## config.mk

```make
export PLATFORM = sky130hd
export DESIGN_NAME = cuenta1_flat
export DESIGN_NICKNAME = d
export VERILOG_FILES = /design/src/rtl/cuenta1_pkg.sv /design/src/rtl/cuenta1_if.sv /design/src/rtl/cuenta1.sv /design/src/flat_wrapper.sv
export SDC_FILE = /design/constraint.sdc
export NUM_CORES = 1
export LEC_CHECK = 0
export BUFFER_PORTS_ARGS = -buffer_cell sky130_fd_sc_hd__buf_2
export CORE_AREA = 2 2 39 41
export DETAILED_ROUTE_END_ITERATION = 10
export DIE_AREA = 0 0 41 43
export PLACE_DENSITY_LB_ADDON = 0.2
export SETUP_SLACK_MARGIN = 0.1
export SKIP_LAST_GASP = 1
export SLEW_MARGIN = 10
export SYNTH_ARGS = -nofsm -noshare
export SYNTH_HDL_FRONTEND = slang
export SYNTH_SLANG_ARGS = --single-unit
```

## constraint.sdc

```tcl
create_clock -name clk -period 2.2 [get_ports clk]
set_input_delay 0.11 -clock clk [delete_from_list [all_inputs] [get_ports clk]]
set_output_delay 0.11 -clock clk [all_outputs]
set_load 0.02 [all_outputs]
```

## src/rtl/cuenta1_pkg.sv

```systemverilog
// Shared types and constants for the cuenta1 counter: FSM state encoding and
// the fixed widths of the count target and count value.
package cuenta1_pkg;

   localparam int VALOR_W  = 3;
   localparam int CUENTA_W = 4;

   typedef enum logic [1:0] {
      IDLE  = 2'd0,
      COUNT = 2'd1,
      DONE  = 2'd2
   } state_e;

endpackage

```

## src/rtl/cuenta1_if.sv

```systemverilog
// Control/status bundle for cuenta1: the requester drives Valor/start and
// observes cuenta/fin; the counter is the slave side.
interface cuenta1_if;
   import cuenta1_pkg::*;

   logic [VALOR_W-1:0]  Valor;
   logic                start;
   logic [CUENTA_W-1:0] cuenta;
   logic                fin;

   modport master (output Valor, output start, input cuenta, input fin);
   modport slave  (input Valor, input start, output cuenta, output fin);

endinterface

```

## src/rtl/cuenta1.sv

```systemverilog
// Start-triggered up-counter: counts 0..Valor, then raises fin.
// Optional macro CUENTA1_STICKY_FIN_EN keeps fin high in DONE until start/reset.
module cuenta1
   import cuenta1_pkg::*;
#(
   parameter int VALOR_W  = cuenta1_pkg::VALOR_W,
   parameter int CUENTA_W = cuenta1_pkg::CUENTA_W
) (
   input  logic      clk,
   input  logic      reset,
   cuenta1_if.slave  bus
);

   state_e              state_q,  state_d;
   logic [VALOR_W-1:0]  target_q, target_d;
   logic [CUENTA_W-1:0] cuenta_q, cuenta_d;
   logic                fin_q,    fin_d;

   always_comb begin
      state_d  = state_q;
      target_d = target_q;
      cuenta_d = cuenta_q;
      fin_d    = fin_q;

      // start wins in every state: it always (re)loads the target and restarts
      if (bus.start) begin
         state_d  = COUNT;
         target_d = bus.Valor;
         cuenta_d = '0;
         fin_d    = 1'b0;
      end else begin
         unique case (state_q)
            IDLE: ;
            COUNT: begin
               if (cuenta_q == CUENTA_W'(target_q)) begin
                  state_d = DONE;
                  fin_d   = 1'b1;
               end else begin
                  cuenta_d = cuenta_q + CUENTA_W'(1);
               end
            end
            DONE: begin
`ifdef CUENTA1_STICKY_FIN_EN
               fin_d   = 1'b1;
`else
               state_d = IDLE;
               fin_d   = 1'b0;
`endif
            end
            default: begin
               state_d = IDLE;
               fin_d   = 1'b0;
            end
         endcase
      end
   end

   always_ff @(posedge clk) begin
      if (reset) begin
         state_q  <= IDLE;
         target_q <= '0;
         cuenta_q <= '0;
         fin_q    <= 1'b0;
      end else begin
         state_q  <= state_d;
         target_q <= target_d;
         cuenta_q <= cuenta_d;
         fin_q    <= fin_d;
      end
   end

   assign bus.cuenta = cuenta_q;
   assign bus.fin    = fin_q;

endmodule

```

## src/flat_wrapper.sv

```systemverilog
// flat-port wrapper written by rule: the top's interface ports become plain ports
module cuenta1_flat import cuenta1_pkg::*;
#(
   parameter int VALOR_W  = cuenta1_pkg::VALOR_W,
   parameter int CUENTA_W = cuenta1_pkg::CUENTA_W
)
  (clk, reset, bus_Valor, bus_start, bus_cuenta, bus_fin);
  cuenta1_if bus_i ();
  input  logic clk;
  input  logic reset;
  input wire logic [$bits(bus_i.Valor)-1:0] bus_Valor;
  input wire logic [$bits(bus_i.start)-1:0] bus_start;
  output wire logic [$bits(bus_i.cuenta)-1:0] bus_cuenta;
  output wire logic [$bits(bus_i.fin)-1:0] bus_fin;
  assign bus_i.Valor = bus_Valor;
  assign bus_i.start = bus_start;
  assign bus_cuenta = bus_i.cuenta;
  assign bus_fin = bus_i.fin;
  cuenta1 #(.VALOR_W(VALOR_W), .CUENTA_W(CUENTA_W)) u_core (.clk(clk), .reset(reset), .bus(bus_i));
endmodule
```

### After elaboration in Yosys (flattened, before gate mapping)

Index checks and enable logic that the tools add are counted.

* $add $sub $neg: 1
* eq/ne operators: 5
* mux-type cells: 5
* bitwise gates (word level): 2
* reduce and logical (&&, ||, !) cells: 5

Operators by type and width (count)
* AND reduction 2 bit: 3
* adder 4 x 1 -> 4 bit, second input constant: 1
* equality test 4 x 3 -> 1 bit: 1
* one-hot mux 2 bit (2 select lines): 1
* inequality test 3 x 2 -> 1 bit, second input constant: 1
* equality test 2 x 1 -> 1 bit, second input constant: 1
* logical NOT 2 bit: 1
* 2-to-1 mux 1 bit: 2
* 2-to-1 mux 2 bit: 1
* inequality test 2 x 1 -> 1 bit, second input constant: 1
* inequality test 2 bit, second input constant: 1
* NOT 1 bit: 2
* one-hot mux 1 bit (2 select lines): 1
* OR reduction 2 bit: 1

* register bits: 10
* input bits: 6
* logic and storage cells: 23

### Logic depth before layout (Yosys ltp)

* depth in word-level cells: 4
* gate-level depth with buffers: 4
* depth with buffers taken out: 4

### Worst setup path after synthesis

No wires, ideal clock.

* path type: reg2reg
* from: reg u_core.cuenta_q[2], in the netlist u_core.bus.cuenta[2]
* to: reg u_core.cuenta_q[3], in the netlist u_core.bus.cuenta[3]
* setup time: 0.116 ns
* arrival time: 1.364 ns
* data required time: 2.084 ns
* setup slack: 0.721 ns
* stages on the path, launching flop included: 5
* buffers on the path: 0
* period minus slack after synthesis: 1.479 ns
* path through: dfxtp_1 > xor2_2 > or4_1 > or3b_1 > a21oi_1

* word-level cells in the longest chain between the ends: 3

RTL lines
* start, declared: RTL line cuenta1.sv:16 `logic [CUENTA_W-1:0] cuenta_q, cuenta_d;`
* start signal, assigned: RTL line cuenta1.sv:67 `cuenta_q <= cuenta_d;`
* parallel branches: the longest is 3 deep, another holds adder 4 x 1 -> 4 bit

Parallel ways; which one is timed is not known.
A chain may end at the register's enable or synchronous reset.

### Final worst setup path

* from: reg u_core.cuenta_q[1], in the netlist u_core.bus.cuenta[1]
* to: reg u_core.cuenta_q[3], in the netlist u_core.bus.cuenta[3]

Same word-level chain as after synthesis.

==> impl_metrics.tcl <==
set metrics [dict create \
    final_net_count 60 \
    power.combinational.fraction 0.108 \
    yosys.area_share.adder 0.02976 \
    reg2reg_depth 4 \
    cts.clk_slew.worst_paths_ps 60 \
    worstPathRequired_ps 2360 \
    dieArea_sq_um 1763 \
    grt_pass1_vias 298 \
    layout_worst_path_cycle_share 0.6465 \
    fp.dieW_um 41 \
    post-place-cells 64 \
    cp_top_family "simple AND/OR/NAND/NOR gates" \
    seq_cell_area_sq_um 180.2 \
    starting_density 0.3038 \
    synthDominantCellAreaShare 0.4286 \
    cellLeakagePower_nw 0.2420 \
    setup_viol_count_final 0 \
    power.net_switching_mw 0.08040 \
    worst-slew-pin-transition_ps 397.6 \
    grt_remaining_overflow 0 \
    track_usage 0.1132 \
    setup-tns-final_ps 0 \
    unrepaired_setup_endpoints_after_global_routing "no" \
    io_pins 11 \
    proportion_of_synthesized_area_in_mux_cells 0.09524 \
    coreArea_sq_um 1384 \
    rows 14 \
    drtPass1Iterations 2 \
    post_route_cells_drive_above_1_share 0.3462 \
    avgViaCountPerCell 4.441 \
    outcome "complete, no violations" \
    yosysTopAreaCell "dfxtp_1" \
    cts-resized-gates 0 \
    detailed_place_hpwl_um 557.2 \
    seqPwrFrac 0.517 \
    ant_nets 0 \
    ys_ff_latch 9 \
    min_tclk_post_route_ps 1422 \
    global_route_wire_length_before_repair_um 1297 \
    vias 302 \
    stdcell_count 68 \
    post_cts_setup_repair_bufs 0 \
    critical_path.max_fanout 5 \
    startpoint_type "flip-flop" \
    min_path_cells 2 \
    number_of_maximum_capacitance_violations 0 \
    criticalPathCategory "reg -> reg" \
    holdBufCountCts 0 \
    synth_top_family_by_area "simple AND/OR/NAND/NOR gates" \
    placement.io_buffers 10 \
    post_synth_main_area_contributors "dfxtp_1 43%, xor2_2 12%, mux2i_1 9.5%" \
    tritoncts.num_buffers 3 \
    synthesis.area_sq_um 420.4 \
    power-per-cell-area_nw_per_um2 656.6 \
    yosys_warnings 0 \
    cts_tree "built" \
    ys_seq_area_frac 0.4286 \
    multi_input_comb_area_sq_um 229.0 \
    critical_path.endpoint_type "flip-flop" \
    p_int_mw 0.2565 \
    die-height_um 43 \
    critical_path.cell_chain "xor2_2, or4_1, or3b_1, a21oi_1" \
    ctsHtreeMaxLevel 1 \
    critPathSlowestCell "or4_1" \
    post_synth_xor_area_fraction 0.1369 \
    synth_compound_area_frac 0.1131 \
    sink_count 9 \
    routed_len_inst_um 10.57 \
    ir_worst_vdd_mv 0.3726 \
    detail_route.wirelength_um 719 \
    clk_latency_ps 260 \
    hold_class "in -> reg" \
    antenna_found_initial 0 \
    yosys.cell_types.count 19 \
    timing.critical_path.buf_inv 0 \
    clk_root_buffer_cell "clkbuf_4" \
    syn-instance-count 39 \
    arrival_ps 1580 \
    globalplace.congestion 0.6799 \
    timing.critical_path.depth 4 \
    final_hold_viols 0 \
    pin_count_of_the_biggest_net_entering_global_routing 6 \
    highest_attainable_clock_frequency_mhz 703.1 \
    drt_iter0_markers 5 \
    maxSlewHeadroom 0.7340 \
    drc 0 \
    clockBufferDepth 2 \
    final-max-slew-violation-count 0 \
    insertedDiodeCount 0 \
    power_frac_clock 0.375 \
    slowest_delay_ps 520 \
    area_added_between_synthesis_and_finish_pct 22.02 \
    netSwitchingFraction 0.2387 \
    synth_simple_gate_area_share 0.1696 \
    skew_ps 6.467 \
    synth_nets 46 \
    layout.filler_cells 144 \
    synthesized_area_per_cell_sq_um 10.78 \
]
-- final cells by class --
class / instances / share of cell area
Multi-Input combinational cell: 27 / 0.4463
Sequential cell: 9 / 0.3512
Timing Repair Buffer: 10 / 0.09756
Clock buffer: 4 / 0.05122
Tap cell: 16 / 0.03902
Inverter: 2 / 0.01463
-- final timing paths --
kind                   startpoint                   end  slack, ps
min reg2reg  u_core.bus.cuenta[3]  u_core.bus.cuenta[3]        530
min                         reset    u_core.target_q[1]         60
max          u_core.bus.cuenta[1]  u_core.bus.cuenta[3]        780
max reg2reg  u_core.bus.cuenta[1]  u_core.bus.cuenta[3]        780
-- power groups by stage --
| stage | combinational, mW | clock [mW] | sequential (mW) |
|---|---|---|---|
| floorplan | 0.0257 | 0 | 0.178 |
| global placement | 0.0366 | 0 | 0.178 |
| detailed placement | 0.0366 | 0 | 0.178 |
| CTS | 0.0369 | 0.128 | 0.174 |
| global route | 0.0402 | 0.138 | 0.175 |
| finish | 0.0365 | 0.126 | 0.174 |
-- worst reg2reg max path, delay by kind of cell (launching register included) --
| kind | cells | cell delay (ps) |
|---|---|---|
| compound gates | 1 | 50 |
| xor+xnor | 1 | 130 |
| flops | 1 | 440 |
| simple gates | 2 | 700 |
-- metrics by stage --
stage               setup WS, ps  hold slack [ps]  instance area [sq um]    util  power, mW
detailed placement         775.2            337.5                  486.7  0.3517     0.2146
global route               682.2            73.02                  513.0  0.3707     0.3533
finish                     777.7            64.22                  513.0  0.3707     0.3369
floorplan                  720.6            179.1                  420.4       -     0.2040
global placement           792.9            340.9                  486.7  0.3517     0.2145
CTS                        762.8            60.50                  513.0  0.3707     0.3394
-- flip-flops by register name, summed over array words and instances, names as in the netlist --
| name | count |
|---|---|
| u_core.bus.fin | 1 |
| u_core.target_q | 3 |
| u_core.bus.cuenta | 4 |
| u_core.state_q | 1 |
-- placed cells by master, fill, tap and decap left out, drive strengths merged, types with 2 or more instances in the layout --
master   n
inv      2
dfxtp    9
clkbuf   4
mux2i    4
buf     10
nor2     5
xor2     4
a21oi    3
-- cells in the mapped netlist --
cell type,instances
a21oi_1,3
clkbuf_1,1
dfxtp_1,9
ha_1,1
inv_1,2
mux2i_1,4
nand2_1,1
nand4_1,1
nor2_1,5
nor2b_1,1
nor3b_1,1
o21ai_0,1
o41ai_4,1
or2_2,1
or3_1,1
or3b_1,1
or4_1,1
xor2_1,1
xor2_2,3
-- routing by layer --
metal  vias up  global-route usage  wire length, um
li1        159                   -                -
met1       132              0.1513              325
met2         9              0.1500              333
met3         2             0.01571               47
met4         0              0.1000               12
met5         -                   0                0
-- cells by family (layout without fill, tap and decap cells) --
group                      after synthesis  in the layout
xor gates and xnor gates                 4              4
buffers and inverters                    3             16
muxes                                    4              4
DFF                                      9              9
and+or+nand+nor                         13             13
AOI/OAI and AO/OA                        5              5
adders and majority gates                1              1
(Power assumes the default switching activity.)
